File: src/rtl/div_op_sequencer_if.sv
// Request, divider and result signals for the divide front-end stage.
// slave is the sequencer's view; master is the view of whatever surrounds it.
interface div_op_sequencer_if #(
  parameter int WIDTH = 8,
  parameter int TAG_W = 4
);
  logic                 in_valid;
  logic                 in_ready;
  logic [WIDTH-1:0]     in_a;
  logic [WIDTH-1:0]     in_b;
  logic [TAG_W-1:0]     in_tag;
  logic                 div_start;
  logic [WIDTH-1:0]     div_a;
  logic [WIDTH-1:0]     div_b;
  logic [2*WIDTH-1:0]   div_quotient;
  logic [2*WIDTH-1:0]   div_remainder;
  logic                 div_done;
  logic                 out_valid;
  logic                 out_ready;
  logic [2*WIDTH-1:0]   out_quotient;
  logic [2*WIDTH-1:0]   out_remainder;
  logic [TAG_W-1:0]     out_tag;
  logic [1:0]           out_err;
  logic                 busy;

  modport slave (
    input  in_valid, in_a, in_b, in_tag,
    input  div_quotient, div_remainder, div_done,
    input  out_ready,
    output in_ready, div_start, div_a, div_b,
    output out_valid, out_quotient, out_remainder, out_tag, out_err, busy
  );

  modport master (
    output in_valid, in_a, in_b, in_tag,
    output div_quotient, div_remainder, div_done,
    output out_ready,
    input  in_ready, div_start, div_a, div_b,
    input  out_valid, out_quotient, out_remainder, out_tag, out_err, busy
  );
endinterface

File: src/rtl/div_op_sequencer.sv
// Front end for the non-restoring divider: takes a request, pulses start, waits
// for done (or times out), and holds the result until it is consumed.
module div_op_sequencer #(
  parameter int WIDTH   = 8,
  parameter int TAG_W   = 4,
  parameter int TIMEOUT = 64
) (
  input  logic              clk,
  input  logic              reset,
  div_op_sequencer_if.slave bus,
  output logic [1:0]        dbg_state
);

  localparam int CNT_W = (TIMEOUT < 2) ? 1 : $clog2(TIMEOUT);
  localparam logic [CNT_W-1:0] CNT_LAST = CNT_W'(TIMEOUT - 1);

  localparam logic [1:0] ERR_OK      = 2'b00;
  localparam logic [1:0] ERR_DIV0    = 2'b01;
  localparam logic [1:0] ERR_TIMEOUT = 2'b10;

  typedef enum logic [1:0] {S_IDLE, S_ISSUE, S_WAIT, S_HOLD} state_t;

  state_t             state_q, state_d;
  logic [WIDTH-1:0]   a_q, b_q;
  logic [TAG_W-1:0]   tag_q;
  logic [2*WIDTH-1:0] q_q, r_q;
  logic [1:0]         err_q;
  logic [CNT_W-1:0]   cnt_q;
  logic               accept, div_zero, capture, expire;

  // Handshakes: a transfer happens on the rising edge where valid && ready;
  // valid never waits on ready, and ready is a pure function of state.
  always_comb begin
    state_d  = state_q;
    accept   = 1'b0;
    capture  = 1'b0;
    expire   = 1'b0;
    div_zero = (bus.in_b == '0);
    case (state_q)
      S_IDLE: begin
        accept = bus.in_valid;
        if (accept) state_d = div_zero ? S_HOLD : S_ISSUE;
      end
      S_ISSUE: state_d = S_WAIT;
      S_WAIT: begin
        // cnt_q == 0 is the first WAIT cycle, where done may still be left over
        capture = bus.div_done && (cnt_q != '0);
        expire  = !capture && (cnt_q == CNT_LAST);
        if (capture || expire) state_d = S_HOLD;
      end
      S_HOLD: if (bus.out_ready) state_d = S_IDLE;
      default: state_d = S_IDLE;
    endcase
  end

  always_ff @(posedge clk) begin
    if (reset) state_q <= S_IDLE;
    else       state_q <= state_d;
  end

  always_ff @(posedge clk) begin
    if (reset) begin
      a_q   <= '0;
      b_q   <= '0;
      tag_q <= '0;
      q_q   <= '0;
      r_q   <= '0;
      err_q <= ERR_OK;
      cnt_q <= '0;
    end else begin
      if (accept) begin
        a_q   <= bus.in_a;
        b_q   <= bus.in_b;
        tag_q <= bus.in_tag;
        if (div_zero) begin
          q_q   <= '0;
          r_q   <= '0;
          err_q <= ERR_DIV0;
        end
      end
      if (state_q == S_ISSUE) cnt_q <= '0;
      if (state_q == S_WAIT)  cnt_q <= cnt_q + 1'b1;
      if (capture) begin
        q_q   <= bus.div_quotient;
        r_q   <= bus.div_remainder;
        err_q <= ERR_OK;
      end
      if (expire) begin
        q_q   <= '0;
        r_q   <= '0;
        err_q <= ERR_TIMEOUT;
      end
    end
  end

  assign bus.in_ready      = (state_q == S_IDLE);
  assign bus.div_start     = (state_q == S_ISSUE);
  assign bus.div_a         = a_q;
  assign bus.div_b         = b_q;
  assign bus.out_valid     = (state_q == S_HOLD);
  assign bus.out_quotient  = q_q;
  assign bus.out_remainder = r_q;
  assign bus.out_tag       = tag_q;
  assign bus.out_err       = err_q;
  assign bus.busy          = (state_q != S_IDLE);
  assign dbg_state         = state_q;

endmodule
File: src/flat_wrapper.sv
// flat-port wrapper written by rule: the top's interface ports become plain ports
module div_op_sequencer_flat 
#(
  parameter int WIDTH   = 8,
  parameter int TAG_W   = 4,
  parameter int TIMEOUT = 64
)
  (clk, reset, dbg_state, bus_in_valid, bus_in_a, bus_in_b, bus_in_tag, bus_div_quotient, bus_div_remainder, bus_div_done, bus_out_ready, bus_in_ready, bus_div_start, bus_div_a, bus_div_b, bus_out_valid, bus_out_quotient, bus_out_remainder, bus_out_tag, bus_out_err, bus_busy);
  div_op_sequencer_if #(.WIDTH(WIDTH), .TAG_W(TAG_W)) bus_i ();
  input  logic clk;
  input  logic reset;
  output logic [1:0] dbg_state;
  input wire logic [$bits(bus_i.in_valid)-1:0] bus_in_valid;
  input wire logic [$bits(bus_i.in_a)-1:0] bus_in_a;
  input wire logic [$bits(bus_i.in_b)-1:0] bus_in_b;
  input wire logic [$bits(bus_i.in_tag)-1:0] bus_in_tag;
  input wire logic [$bits(bus_i.div_quotient)-1:0] bus_div_quotient;
  input wire logic [$bits(bus_i.div_remainder)-1:0] bus_div_remainder;
  input wire logic [$bits(bus_i.div_done)-1:0] bus_div_done;
  input wire logic [$bits(bus_i.out_ready)-1:0] bus_out_ready;
  output wire logic [$bits(bus_i.in_ready)-1:0] bus_in_ready;
  output wire logic [$bits(bus_i.div_start)-1:0] bus_div_start;
  output wire logic [$bits(bus_i.div_a)-1:0] bus_div_a;
  output wire logic [$bits(bus_i.div_b)-1:0] bus_div_b;
  output wire logic [$bits(bus_i.out_valid)-1:0] bus_out_valid;
  output wire logic [$bits(bus_i.out_quotient)-1:0] bus_out_quotient;
  output wire logic [$bits(bus_i.out_remainder)-1:0] bus_out_remainder;
  output wire logic [$bits(bus_i.out_tag)-1:0] bus_out_tag;
  output wire logic [$bits(bus_i.out_err)-1:0] bus_out_err;
  output wire logic [$bits(bus_i.busy)-1:0] bus_busy;
  assign bus_i.in_valid = bus_in_valid;
  assign bus_i.in_a = bus_in_a;
  assign bus_i.in_b = bus_in_b;
  assign bus_i.in_tag = bus_in_tag;
  assign bus_i.div_quotient = bus_div_quotient;
  assign bus_i.div_remainder = bus_div_remainder;
  assign bus_i.div_done = bus_div_done;
  assign bus_i.out_ready = bus_out_ready;
  assign bus_in_ready = bus_i.in_ready;
  assign bus_div_start = bus_i.div_start;
  assign bus_div_a = bus_i.div_a;
  assign bus_div_b = bus_i.div_b;
  assign bus_out_valid = bus_i.out_valid;
  assign bus_out_quotient = bus_i.out_quotient;
  assign bus_out_remainder = bus_i.out_remainder;
  assign bus_out_tag = bus_i.out_tag;
  assign bus_out_err = bus_i.out_err;
  assign bus_busy = bus_i.busy;
  div_op_sequencer #(.WIDTH(WIDTH), .TAG_W(TAG_W), .TIMEOUT(TIMEOUT)) u_core (.clk(clk), .reset(reset), .bus(bus_i), .dbg_state(dbg_state));
endmodule
File: config.mk
export PLATFORM = sky130hd
export DESIGN_NAME = div_op_sequencer_flat
export DESIGN_NICKNAME = d
export VERILOG_FILES = /design/src/rtl/div_op_sequencer_if.sv /design/src/rtl/div_op_sequencer.sv /design/src/flat_wrapper.sv
export SDC_FILE = /design/constraint.sdc
export NUM_CORES = 1
export LEC_CHECK = 0
export BUFFER_PORTS_ARGS = -buffer_cell sky130_fd_sc_hd__buf_4
export CAP_MARGIN = 5
export CORE_MARGIN = 2
export CORE_UTILIZATION = 40
export CTS_BUF_LIST = sky130_fd_sc_hd__clkbuf_8
export DETAILED_ROUTE_END_ITERATION = 8
export PLACE_DENSITY = 0.71
export SETUP_SLACK_MARGIN = 0.3
export SYNTH_ARGS = -nofsm -noshare
export SYNTH_HDL_FRONTEND = slang
export SYNTH_SLANG_ARGS = --single-unit
File: constraint.sdc
create_clock -name clk -period 4 [get_ports clk]
set_input_delay 0.4 -clock clk [delete_from_list [all_inputs] [get_ports clk]]
set_output_delay 0.4 -clock clk [all_outputs]
set_load 0.02 [all_outputs]
# == Word level (Yosys, flattened, before mapping) ==
# Cells that the tools add are included.
# word_totals
wordCells,54
in_bits,57
ff_bits,62
out_inout_bits,60
# classes
eq_ne,7
n_reduce_logical,19
muxes,18
n_addsub,1
# ops
operator,count
16-bit two-way mux,4
2-bit two-way mux,8
6-bit two-way mux,2
8-bit zero test,1
2-bit one-hot mux with 4 select lines,1
2-bit nonzero test,4
"6-bit by 1-bit adder with 6-bit output, second input constant",1
"6-bit == test, second input constant",1
2-bit AND reduction,3
3-bit nonzero test,2
6-bit nonzero test,1
"2-bit == test, second input constant",2
"2-bit != test, second input constant",2
1-bit two-way mux,3
3-bit AND reduction,1
3-bit OR reduction,1
"2-bit by 1-bit == test with 1-bit output, second input constant",1
1-bit logical AND,2
2-bit zero test,1
"2-bit by 1-bit != test with 1-bit output, second input constant",1
2-bit OR reduction,1
1-bit zero test,1
1-bit logical OR,1

# == Logic depth before layout (Yosys ltp) ==
# Gate-level depths: netlist of the first run.
# logic_depth
ltp_word,7
mapped_depth,7
mapped_depth_nobuf,6

# == Worst setup path after synthesis of the first run ==
# No wires, ideal clock.
# synth_timing
path_kind,reg-to-reg
start,reg u_core.state_q[0] (netlist: u_core.dbg_state[0])
end,reg u_core.state_q[1] (netlist: u_core.dbg_state[1])
setup_ps,95
path_slack_ps,2150
period_less_slack_ps,1850
path_stages_with_launch,7
t_arrival_ps,1754
path_buffers,0
required_time_ps,3905
cell_sequence,dfxtp_1 inv_1 ha_1 inv_1 nor2_1 a311o_1 a221oi_1
# synth_via
elab_chain_len,3
elab_cells_between_ends,9
cone_classes,eq/ne (6); mux (1); reduce/logical (2)
# synth_lines
element,line_no,text
"start, declared",div_op_sequencer.sv:23,"state_t state_q, state_d;"
"start signal, assigned",div_op_sequencer.sv:58,else state_q <= state_d;
2-bit zero test (*),--,
net bus_in_ready,flat_wrapper.sv:21,output wire logic [$bits(bus_i.in_ready)-1:0] bus_in_ready;
2-bit != test (no line),--,
3-bit AND reduction (no line),--,
# The timed path passes the listed nets; every way through them passes the cells marked *.
# A chain may end at the register's enable or synchronous reset.

# == Worst setup path in the final report of the first run ==
# layout_timing
start,reg u_core.state_q[0] (netlist: u_core.dbg_state[0])
end,reg u_core.r_q[6] (netlist: u_core.bus.out_remainder[6])
# layout_via
elab_chain_len,4
elab_cells_between_ends,10
cone_classes,eq/ne (1); mux (4); reduce/logical (5)
# layout_lines
element,line_no,text
2-bit == test or 2-bit zero test (tied branches),div_op_sequencer.sv:39,case (state_q)
1-bit two-way mux,div_op_sequencer.sv:39,
2-bit nonzero test (no line),--,
2-bit AND reduction (no line),--,
"end signal, assigned",div_op_sequencer.sv:85,r_q <= bus.div_remainder;
"end, declared",div_op_sequencer.sv:26,"logic [2*WIDTH-1:0] q_q, r_q;"
# Parallel ways exist; a longest one is shown, timed or not.

==> results of run 1 <==
-- metal layers --
layer | track usage (%) | up-vias
met5 | 0 | -
met4 | 9.50 | 0
met3 | 5.98 | 10
met2 | 32.0 | 72
met1 | 22.0 | 1097
li1 | - | 1219
-- cell type report --
cell class                      count  share of cell area, %
Clock buffer                        9                   3.52
Clock inverter                      5                   2.20
Inverter                            6                  0.640
Multi-Input combinational cell    208                   30.6
Sequential cell                    62                   35.3
Tap cell                           75                   2.67
Timing Repair Buffer              118                   25.2
-- cells in the final DEF (no fill, tap or decap), types with 2 or more instances in the layout --
cell type,count
bufinv_16,2
nor2_1,6
inv_1,7
a31oi_1,2
nand2_1,75
dfxtp_1,62
nor2b_1,2
a21oi_1,55
nand3_1,36
clkbuf_8,9
nor4_1,2
xor2_1,3
nand4_1,2
ha_1,6
buf_4,118
-- through the flow --
step | cells | power [mW] | setup slack (ns) | hold slack (ns) | area, um2
4_1_cts | 483 | 1.83 | 1.92 | 0.286 | 3520
3_5_place_dp | 469 | 1.25 | 1.93 | 0.451 | 3320
6_report | 483 | 1.81 | 1.96 | 0.296 | 3520
5_1_grt | 483 | 1.90 | 1.71 | 0.286 | 3520
3_3_place_gp | 469 | 1.24 | 1.98 | 0.443 | 3320
2_1_floorplan | 297 | 1.04 | 2.15 | 0.462 | 2460
-- registers in the layout (all words and copies together) (netlist names) --
register                  cells
u_core.bus.out_quotient      16
u_core.bus.out_remainder     16
u_core.bus.div_a              8
u_core.bus.div_b              8
u_core.cnt_q                  6
u_core.bus.out_tag            4
u_core.bus.out_err            2
u_core.dbg_state              2
-- worst register-to-register path, delay by kind of cell (launching register included) --
kind,cells,cell delay [ns]
fa+ha+maj,1,0.34
compound gates,2,1.03
buf+inv,1,0.11
simple gates,1,0.15
flops,1,0.34
-- cell families after synthesis --
group           Yosys count  share of synthesized area, %
mux                       1                         0.407
flops                    62                          50.5
simple gates            130                          23.3
xor+xnor                  4                          1.43
buf+inv                  27                          5.70
fa+ha+maj                 6                          3.05
compound gates           67                          15.6
-- power groups by stage --
| stage | logic (mW) | clock network (mW) | registers, mW |
|---|---|---|---|
| floorplan | 0.245 | 0 | 0.798 |
| global placement | 0.511 | 0 | 0.729 |
| detailed placement | 0.517 | 0 | 0.733 |
| CTS | 0.517 | 0.590 | 0.719 |
| global route | 0.562 | 0.616 | 0.725 |
| finish | 0.513 | 0.580 | 0.719 |
-- worst min path at each step --
| stage | cells past startpoint | endpoint | slack (ns) |
|---|---|---|---|
| 2_1_floorplan | 2 | u_core.cnt_q[5] | 0.46 |
| 3_3_place_gp | 2 | u_core.bus.out_tag[1] | 0.44 |
| 3_5_place_dp | 2 | u_core.bus.div_a[7] | 0.45 |
| 4_1_cts | 3 | u_core.bus.out_quotient[8] | 0.29 |
| 5_1_grt | 3 | u_core.bus.out_quotient[8] | 0.29 |
| 6_report | 3 | u_core.bus.out_remainder[12] | 0.30 |
==> results.sh, run 1 <==
export IMPL_p_sw_share_pct=31.9
export IMPL_cts_root_buf="clkbuf_8"
export IMPL_critPathTopFamily="compound AO/OA/AOI/OAI gates"
export IMPL_cts_buffers_inserted=9
export IMPL_grt_overflow=0
export IMPL_drv_cap=0
export IMPL_worstPathMaxFanout=33
export IMPL_setup_viol=0
export IMPL_fin_crit_ns=2.04
export IMPL_grt_pass1_wl_um=9750
export IMPL_fp_dieW_um=82.4
export IMPL_finClkSkew_ns=0.00727
export IMPL_core_region_area_um2=5920
export IMPL_top_layer="met4"
export IMPL_layout_drive_gt1_share_pct=33.3
export IMPL_critPathKind="reg -> reg"
export IMPL_fin_nets=468
export IMPL_synth_edf_count=0
export IMPL_arrival_ns=2.31
export IMPL_fillers=562
export IMPL_antenna_found_initial=0
export IMPL_clkTransAtPathRegs_ns=0.07
export IMPL_max_stage_delay_ns=0.87
export IMPL_crit_chain="inv_1 -> ha_1 -> o211a_1 -> nand2_1 -> a21oi_1"
export IMPL_num_vias=2398
export IMPL_cp_slowest_cell="o211a_1"
export IMPL_rows=28
export IMPL_die_h_um=82.4
export IMPL_start_kind="register"
export IMPL_clock_fmax_mhz=491
export IMPL_clk_latency_ns=0.35
export IMPL_async_flop_share_pct=0
export IMPL_reg2reg_slack_ns=1.96
export IMPL_clockBufferDepth=2
export IMPL_ir_worst_vdd_mv=0.283
export IMPL_routed_via_density=4.96
export IMPL_netlist_instances=297
export IMPL_cts_tree="built"
export IMPL_post_cts_buffers=0
export IMPL_grt_max_degree=34
export IMPL_drc=0
export IMPL_worstMarginPinSlew_ns=0.990
export IMPL_portBuffers=116
export IMPL_htreeDepth=3
export IMPL_seqCellArea_um2=1240
export IMPL_grt_total_usage_pct=19.1
export IMPL_avgSynthCellArea_um2=8.27
export IMPL_critPathBufInv=1
export IMPL_rsz0062_at_grt="false"
export IMPL_boundaryPins=117
export IMPL_maxSlewViolCount=0
export IMPL_syn_nets=360
export IMPL_yosysTopAreaCell="dfxtp_1"
export IMPL_fin_crit_sh_pct=51.0
export IMPL_p_switching_mw=0.578
export IMPL_grt_pass1_vias=2171
export IMPL_syn2layout_area_growth_pct=43.3
export IMPL_n_antenna_cell=0
export IMPL_p_leak_nw=1.51
export IMPL_worstReg2RegEnd="u_core.bus.out_remainder[6]"
export IMPL_synth_seq_cells=62
export IMPL_dpl_hpwl_um=4570
export IMPL_cp_startpoint="u_core.dbg_state[0]"
export IMPL_numClockSinks=62
export IMPL_drtPass1Iterations=4
export IMPL_multi_input_area_um2=1080
export IMPL_worst_ep_required_time_ns=4.27
export IMPL_status="complete, no violations"
export IMPL_wl_met2_um=3190
export IMPL_reg2reg_from="u_core.dbg_state[0]"
export IMPL_critPathCapture="u_core.bus.out_remainder[6]"
export IMPL_start_util_pct=41.5
export IMPL_syn_area_um2=2460
export IMPL_wl_per_cell_um=13.4
export IMPL_end_kind="register"
export IMPL_drt_initial_drc_count=101
export IMPL_yosys_warnings=0
export IMPL_hold_viol=0
export IMPL_ys_flop_type="dfxtp_1"
export IMPL_hold_path_class="in -> reg"
export IMPL_pwr_share_clk_pct=32.0
export IMPL_reg2regPathDepth=5
export IMPL_relSlewSlack_pct=34.0
export IMPL_cellPowerDensity_nw_per_um2=515
export IMPL_ant_nets=0
export IMPL_finalSetupTns_ns=0
export IMPL_seqPwrFrac_pct=39.7
export IMPL_wl_met3_um=484
export IMPL_p_comb_share_pct=28.3
export IMPL_synth_area_leaders="dfxtp_1 (51%), nand2_1 (11%), a21oi_1 (11%)"
export IMPL_drt_wl_total_um=6490
export IMPL_postCtsHoldBufs=0
export IMPL_place_congestion=0.768
export IMPL_hp_start="bus_div_remainder[12]"
export IMPL_yosysSeqAreaShare_pct=50.5
export IMPL_intPower_mw=1.23
export IMPL_cts_resized=0
export IMPL_ys_types=35
export IMPL_synth_top_cell_area_share_pct=50.5
export IMPL_cp_num_cells=5
export IMPL_die_area_um2=6790
export IMPL_synth_most_common_cell="nand2_1"
export IMPL_ys_top_cells_by_count="nand2_1 (75), dfxtp_1 (62), a21oi_1 (55)"
export IMPL_fin_util_pct=59.5
export IMPL_wl_met1_um=2670
Note: power is estimated with default switching activity, not from simulation.
==> run 2, diff against run 1 <==
clock period = 1.9 ns   (was 4 ns; I/O delays follow)
==> results.sh, run 2 (same netlist as run 1, synthesis figures left out) <==
export IMPL_worst_ep_required_time_ns=2.12
export IMPL_critPathKind="reg -> reg"
export IMPL_fp_dieW_um=82.4
export IMPL_cts_root_buf="clkbuf_8"
export IMPL_drt_wl_total_um=6600
export IMPL_fin_crit_ns=1.58
export IMPL_fin_util_pct=62.4
export IMPL_grt_pass1_wl_um=10100
export IMPL_syn2layout_area_growth_pct=50.3
export IMPL_relSlewSlack_pct=77.5
export IMPL_finalSetupTns_ns=0
export IMPL_antenna_found_initial=0
export IMPL_hold_path_class="in -> reg"
export IMPL_portBuffers=116
export IMPL_clock_fmax_mhz=632
export IMPL_grt_total_usage_pct=19.5
export IMPL_p_leak_nw=1.59
export IMPL_numClockSinks=62
export IMPL_clkTransAtPathRegs_ns=0.07
export IMPL_start_util_pct=41.5
export IMPL_num_vias=2437
export IMPL_clk_latency_ns=0.32
export IMPL_arrival_ns=1.80
export IMPL_max_stage_delay_ns=0.37
export IMPL_total_power_mw=3.99
export IMPL_die_area_um2=6790
export IMPL_maxSlewViolCount=0
export IMPL_end_kind="register"
export IMPL_setup_viol=0
export IMPL_final_common_cell="buf_4"
export IMPL_core_region_area_um2=5920
export IMPL_drv_cap=0
export IMPL_crit_chain="ha_2 -> and3_1 -> nand3_1 -> a311o_1 -> a221oi_1"
export IMPL_cellPowerDensity_nw_per_um2=1080
export IMPL_grt_max_degree=34
export IMPL_clockBufferDepth=2
export IMPL_die_h_um=82.4
export IMPL_cp_slowest_cell="dfxtp_4"
export IMPL_drtPass1Iterations=4
export IMPL_boundaryPins=117
export IMPL_htreeDepth=3
export IMPL_hold_viol=0
export IMPL_worstPathMaxFanout=4
export IMPL_final_cell_mix="buf_4 (123), nand2_1 (75), dfxtp_1 (58)"
export IMPL_critPathTopFamily="compound AO/OA/AOI/OAI gates"
export IMPL_cts_buffers_inserted=9
export IMPL_start_kind="register"
export IMPL_dpl_hpwl_um=4700
export IMPL_wl_per_cell_um=13.4
export IMPL_grt_pass1_vias=2302
export IMPL_ant_nets=0
export IMPL_ir_worst_vdd_mv=0.586
export IMPL_rsz0062_at_grt="true"
export IMPL_critPathBufInv=0
export IMPL_fillers=531
export IMPL_n_antenna_cell=0
export IMPL_grt_overflow=0
export IMPL_fin_crit_sh_pct=83.3
export IMPL_routed_via_density=4.93
export IMPL_postCtsHoldBufs=0
export IMPL_layout_drive_gt1_share_pct=36.8
export IMPL_worstMarginPinSlew_ns=0.338
export IMPL_finClkSkew_ns=0.00736
export IMPL_fin_nets=477
export IMPL_status="complete, no violations"
export IMPL_place_congestion=0.751
export IMPL_drt_initial_drc_count=72
export IMPL_drc=0
export IMPL_cts_tree="built"
export IMPL_rows=28
[run 2: changes by cell type in the layout (fill, tap and decap cells not counted), sizes merged]
cell / delta
buf: +9
clkbuf: +3
clkinv: -1
[run 2: final cells by class]
cell class / count / area [um2] / share of cell area, %
inverter: 6 / 22.5 / 0.610
clock buffer: 12 / 165 / 4.47
timing repair buffer: 127 / 1000 / 27.2
tap: 75 / 93.8 / 2.54
sequential: 62 / 1250 / 33.8
clock inverter: 4 / 68.8 / 1.86
multi-input combinational: 208 / 1090 / 29.5
[run 2: metal layers]
metal  wire length [um]  global-route usage, %  up-vias  part of all wire, %
li1                   -                      -     1237                    -
met1               2740                   22.6     1109                   42
met2               3330                   33.5       80                   50
met3                404                   4.57       11                  6.1
met4                125                   9.83        0                  1.9
met5                  0                      0        -                    0
[run 2: worst paths after layout]
| path | start | end | slack [ns] | cells past startpoint |
|---|---|---|---|---|
| min | bus_in_a[7] | u_core.bus.div_a[7] | 0.11 | 3 |
| max reg2reg | u_core.cnt_q[0] | u_core.dbg_state[1] | 0.32 | 5 |
| min reg2reg | u_core.bus.div_a[7] | u_core.bus.div_a[7] | 0.46 | 2 |
| max | u_core.cnt_q[0] | u_core.dbg_state[1] | 0.32 | 5 |
[run 2: what timing repair did]
| action | in CTS | in global routing |
|---|---|---|
| gates cloned | 0 | 0 |
| endpoints found under the setup margin | 25 | 35 |
| pin swaps | 1 | 0 |
| gates resized for setup | 4 | 1 |
| buffers inserted | 2 | 0 |
[run 2: through the flow]
| stage | setup slack (ns) | hold WS (ns) | instances | area (um2) |
|---|---|---|---|---|
| 2_1_floorplan | 0.261 | 0.325 | 297 | 2460 |
| 3_3_place_gp | 0.236 | 0.436 | 476 | 3430 |
| 3_5_place_dp | 0.191 | 0.448 | 476 | 3430 |
| 4_1_cts | 0.312 | 0.0999 | 494 | 3680 |
| 5_1_grt | 0.229 | 0.100 | 494 | 3690 |
| 6_report | 0.317 | 0.109 | 494 | 3690 |
[run 2: power breakdown]
group | switching (mW) | internal (mW) | total (mW)
clock network | 0.473 | 0.840 | 1.31
logic | 0.652 | 0.502 | 1.15
registers | 0.0850 | 1.44 | 1.52
total | 1.21 | 2.78 | 3.99
[run 2: tightest hold or removal path: stages]
cell     delay [ns]
buf_4          0.11
nand2_1        0.04
a21oi_1        0.05
==> run 3, diff against run 2 <==
ABC_AREA = 1   (was not set)
PLACE_DENSITY = 0.72   (was 0.71)
clock period = 1.42 ns   (was 1.9 ns; I/O delays follow)
==> results.sh, run 3 <==
export IMPL_synth_most_common_cell="dfxtp_1"
export IMPL_grt_pass1_vias=2580
export IMPL_ys_top_cells_by_count="dfxtp_1 (62), nor2_1 (59), nand3_1 (36)"
export IMPL_fin_nets=533
export IMPL_routed_via_density=5.05
export IMPL_ys_flop_type="dfxtp_1"
export IMPL_grt_overflow=0
export IMPL_drc=0
export IMPL_max_stage_delay_ns=0.38
export IMPL_synth_edf_count=0
export IMPL_boundaryPins=117
export IMPL_grt_max_degree=34
export IMPL_htreeDepth=3
export IMPL_worstMarginPinSlew_ns=0.404
export IMPL_syn_nets=381
export IMPL_synth_area_leaders="dfxtp_1 (46%), a21oi_2 (9.7%), nor2_1 (8.2%)"
export IMPL_num_vias=2804
export IMPL_worst_ep_required_time_ns=1.64
export IMPL_start_kind="register"
export IMPL_yosysSeqAreaShare_pct=45.8
export IMPL_portBuffers=116
export IMPL_synthMuxAreaShare_pct=0
export IMPL_cts_buffers_inserted=9
export IMPL_hold_viol=0
export IMPL_place_congestion=0.776
export IMPL_crit_chain="inv_2 -> ha_4 -> nand3_4 -> nand3_4 -> buf_12 -> buf_16 -> nand3_1 -> a21oi_2"
export IMPL_critPathKind="reg -> reg"
export IMPL_design_area_um2=4730
export IMPL_status="complete, no violations"
export IMPL_yosysTopAreaCell="dfxtp_1"
export IMPL_yosys_warnings=0
export IMPL_synth_top_family_by_area="simple AND/OR/NAND/NOR gates"
export IMPL_antenna_found_initial=0
export IMPL_fin_crit_ns=1.40
export IMPL_final_common_cell="buf_4"
export IMPL_n_antenna_cell=0
export IMPL_cts_root_buf="clkbuf_8"
export IMPL_ant_nets=0
export IMPL_synth_xor_xnor_area_share_pct=0.323
export IMPL_clockBufferDepth=2
export IMPL_syn2layout_area_growth_pct=74.2
export IMPL_finClkSkew_ns=0.00597
export IMPL_cellPowerDensity_nw_per_um2=1510
export IMPL_ir_worst_vdd_mv=1.48
export IMPL_drt_wl_total_um=8590
export IMPL_drt_initial_drc_count=143
export IMPL_placed_area_um2=3750
export IMPL_netlist_instances=318
export IMPL_layout_drive_gt1_share_pct=67.6
export IMPL_synth_seq_cells=62
export IMPL_synth_compound_area_share_pct=15.6
export IMPL_end_kind="register"
export IMPL_final_cell_mix="buf_4 (128), dfxtp_1 (56), nor2_1 (37)"
export IMPL_wl_per_cell_um=15.5
export IMPL_setup_viol=0
export IMPL_fin_crit_sh_pct=98.9
export IMPL_syn_area_um2=2710
export IMPL_worst_hold_slack_ns=0.0415
export IMPL_grt_total_usage_pct=19.6
export IMPL_async_flop_share_pct=0
export IMPL_die_area_um2=7460
export IMPL_worstPathMaxFanout=8
export IMPL_core_region_area_um2=6680
export IMPL_avgSynthCellArea_um2=8.53
export IMPL_drv_cap=0
export IMPL_rsz0062_at_grt="true"
export IMPL_synthAdderAreaFrac_pct=2.77
export IMPL_cp_slowest_cell="dfxtp_4"
export IMPL_drtPass1Iterations=4
export IMPL_grt_pass1_wl_um=11500
export IMPL_cts_tree="built"
export IMPL_synth_simple_area_share_pct=27.3
export IMPL_clock_fmax_mhz=712
export IMPL_ys_types=24
export IMPL_rows=30
export IMPL_start_util_pct=40.6
export IMPL_p_leak_nw=1.94
export IMPL_hold_path_class="in -> reg"
export IMPL_crit_top_cell="nand3_4"
export IMPL_synth_top_cell_area_share_pct=45.8
export IMPL_dpl_hpwl_um=4900
export IMPL_numClockSinks=62
export IMPL_clkTransAtPathRegs_ns=0.07
export IMPL_fp_dieW_um=86.4
export IMPL_clk_latency_ns=0.33
export IMPL_relSlewSlack_pct=72.9
export IMPL_die_h_um=86.4
export IMPL_maxSlewViolCount=0
export IMPL_arrival_ns=1.63
## run 3: changes by cell type after synthesis, sizes merged, moves of 3 or more
cell / delta
a21oi: -16
buf: +5
clkbuf: -7
inv: +8
nand2: -22
nand3: +3
nor2: +53
o21ai: +20
xor2: -3
## run 3: worst max-delay path, delay by kind of cell, from the launching register on
family	cells	cell delay, ns
DFF	1	0.38
buffers and inverters	3	0.36
and+or+nand+nor	3	0.34
adders and majority gates	1	0.15
AOI/OAI and AO/OA	1	0.07
## run 3: final cells by class
class                           count  area [um2]
Multi-Input combinational cell    223        1660
Fill cell                         514        1960
Clock buffer                       10         138
Inverter                           14        80.1
Clock inverter                      6        28.8
Tap cell                           80         100
Sequential cell                    62        1260
Timing Repair Buffer              160        1460
## run 3: what timing repair did
item | 4_1_cts | 5_1_grt
setup buffers | 13 | 10
gates cloned | 2 | 6
endpoints found under the setup margin | 66 | 68
gates resized for setup | 25 | 90
pin swaps | 11 | 19
hold endpoints to repair | 1 | 0
hold buffers | 1 | 0
## run 3: cells by family after synthesis
kind of cell | count (synthesis)
buffers and inverters | 33
xor gates and xnor gates | 1
DFF | 62
adders and majority gates | 6
and+or+nand+nor | 154
AOI/OAI and AO/OA | 62
## run 3: metal layers
layer / up-vias / global-route usage (%) / routed length [um]
met3: 21 / 4.19 / 340
met5: - / 0 / 0
li1: 1352 / - / -
met2: 77 / 35.2 / 4460
met1: 1354 / 22.7 / 3530
met4: 0 / 7.81 / 255
## run 3: path summary, 6_finish.rpt
kind                                                   from                          end  slack, ns  cells after the start
worst max-delay path                        u_core.cnt_q[1]   u_core.bus.out_quotient[2]       0.02                      8
worst min-delay path                          bus_in_tag[0]        u_core.bus.out_tag[0]       0.04                      3
worst max register to register              u_core.cnt_q[1]   u_core.bus.out_quotient[2]       0.02                      8
worst min register to register  u_core.bus.out_remainder[2]  u_core.bus.out_remainder[2]       0.47                      2
## run 3: where the power goes
group	switching [mW]	total (mW)	internal, mW
registers	0.221	2.23	2.01
logic	1.79	3.57	1.78
clock network	0.672	1.33	0.660
total	2.68	7.13	4.45
## run 3: stage by stage
step           power, mW  util, %  worst slack, ns  std cells  TNS (ns)
2_1_floorplan       3.68        -           0.0151        318         0
3_3_place_gp        4.31     56.1           0.0953        507         0
3_5_place_dp        4.38     56.1           0.0413        507         0
4_1_cts             6.15     62.6           0.0698        539         0
5_1_grt             7.45     70.7          -0.0165        555   -0.0280
6_report            7.13     70.7           0.0162        555         0
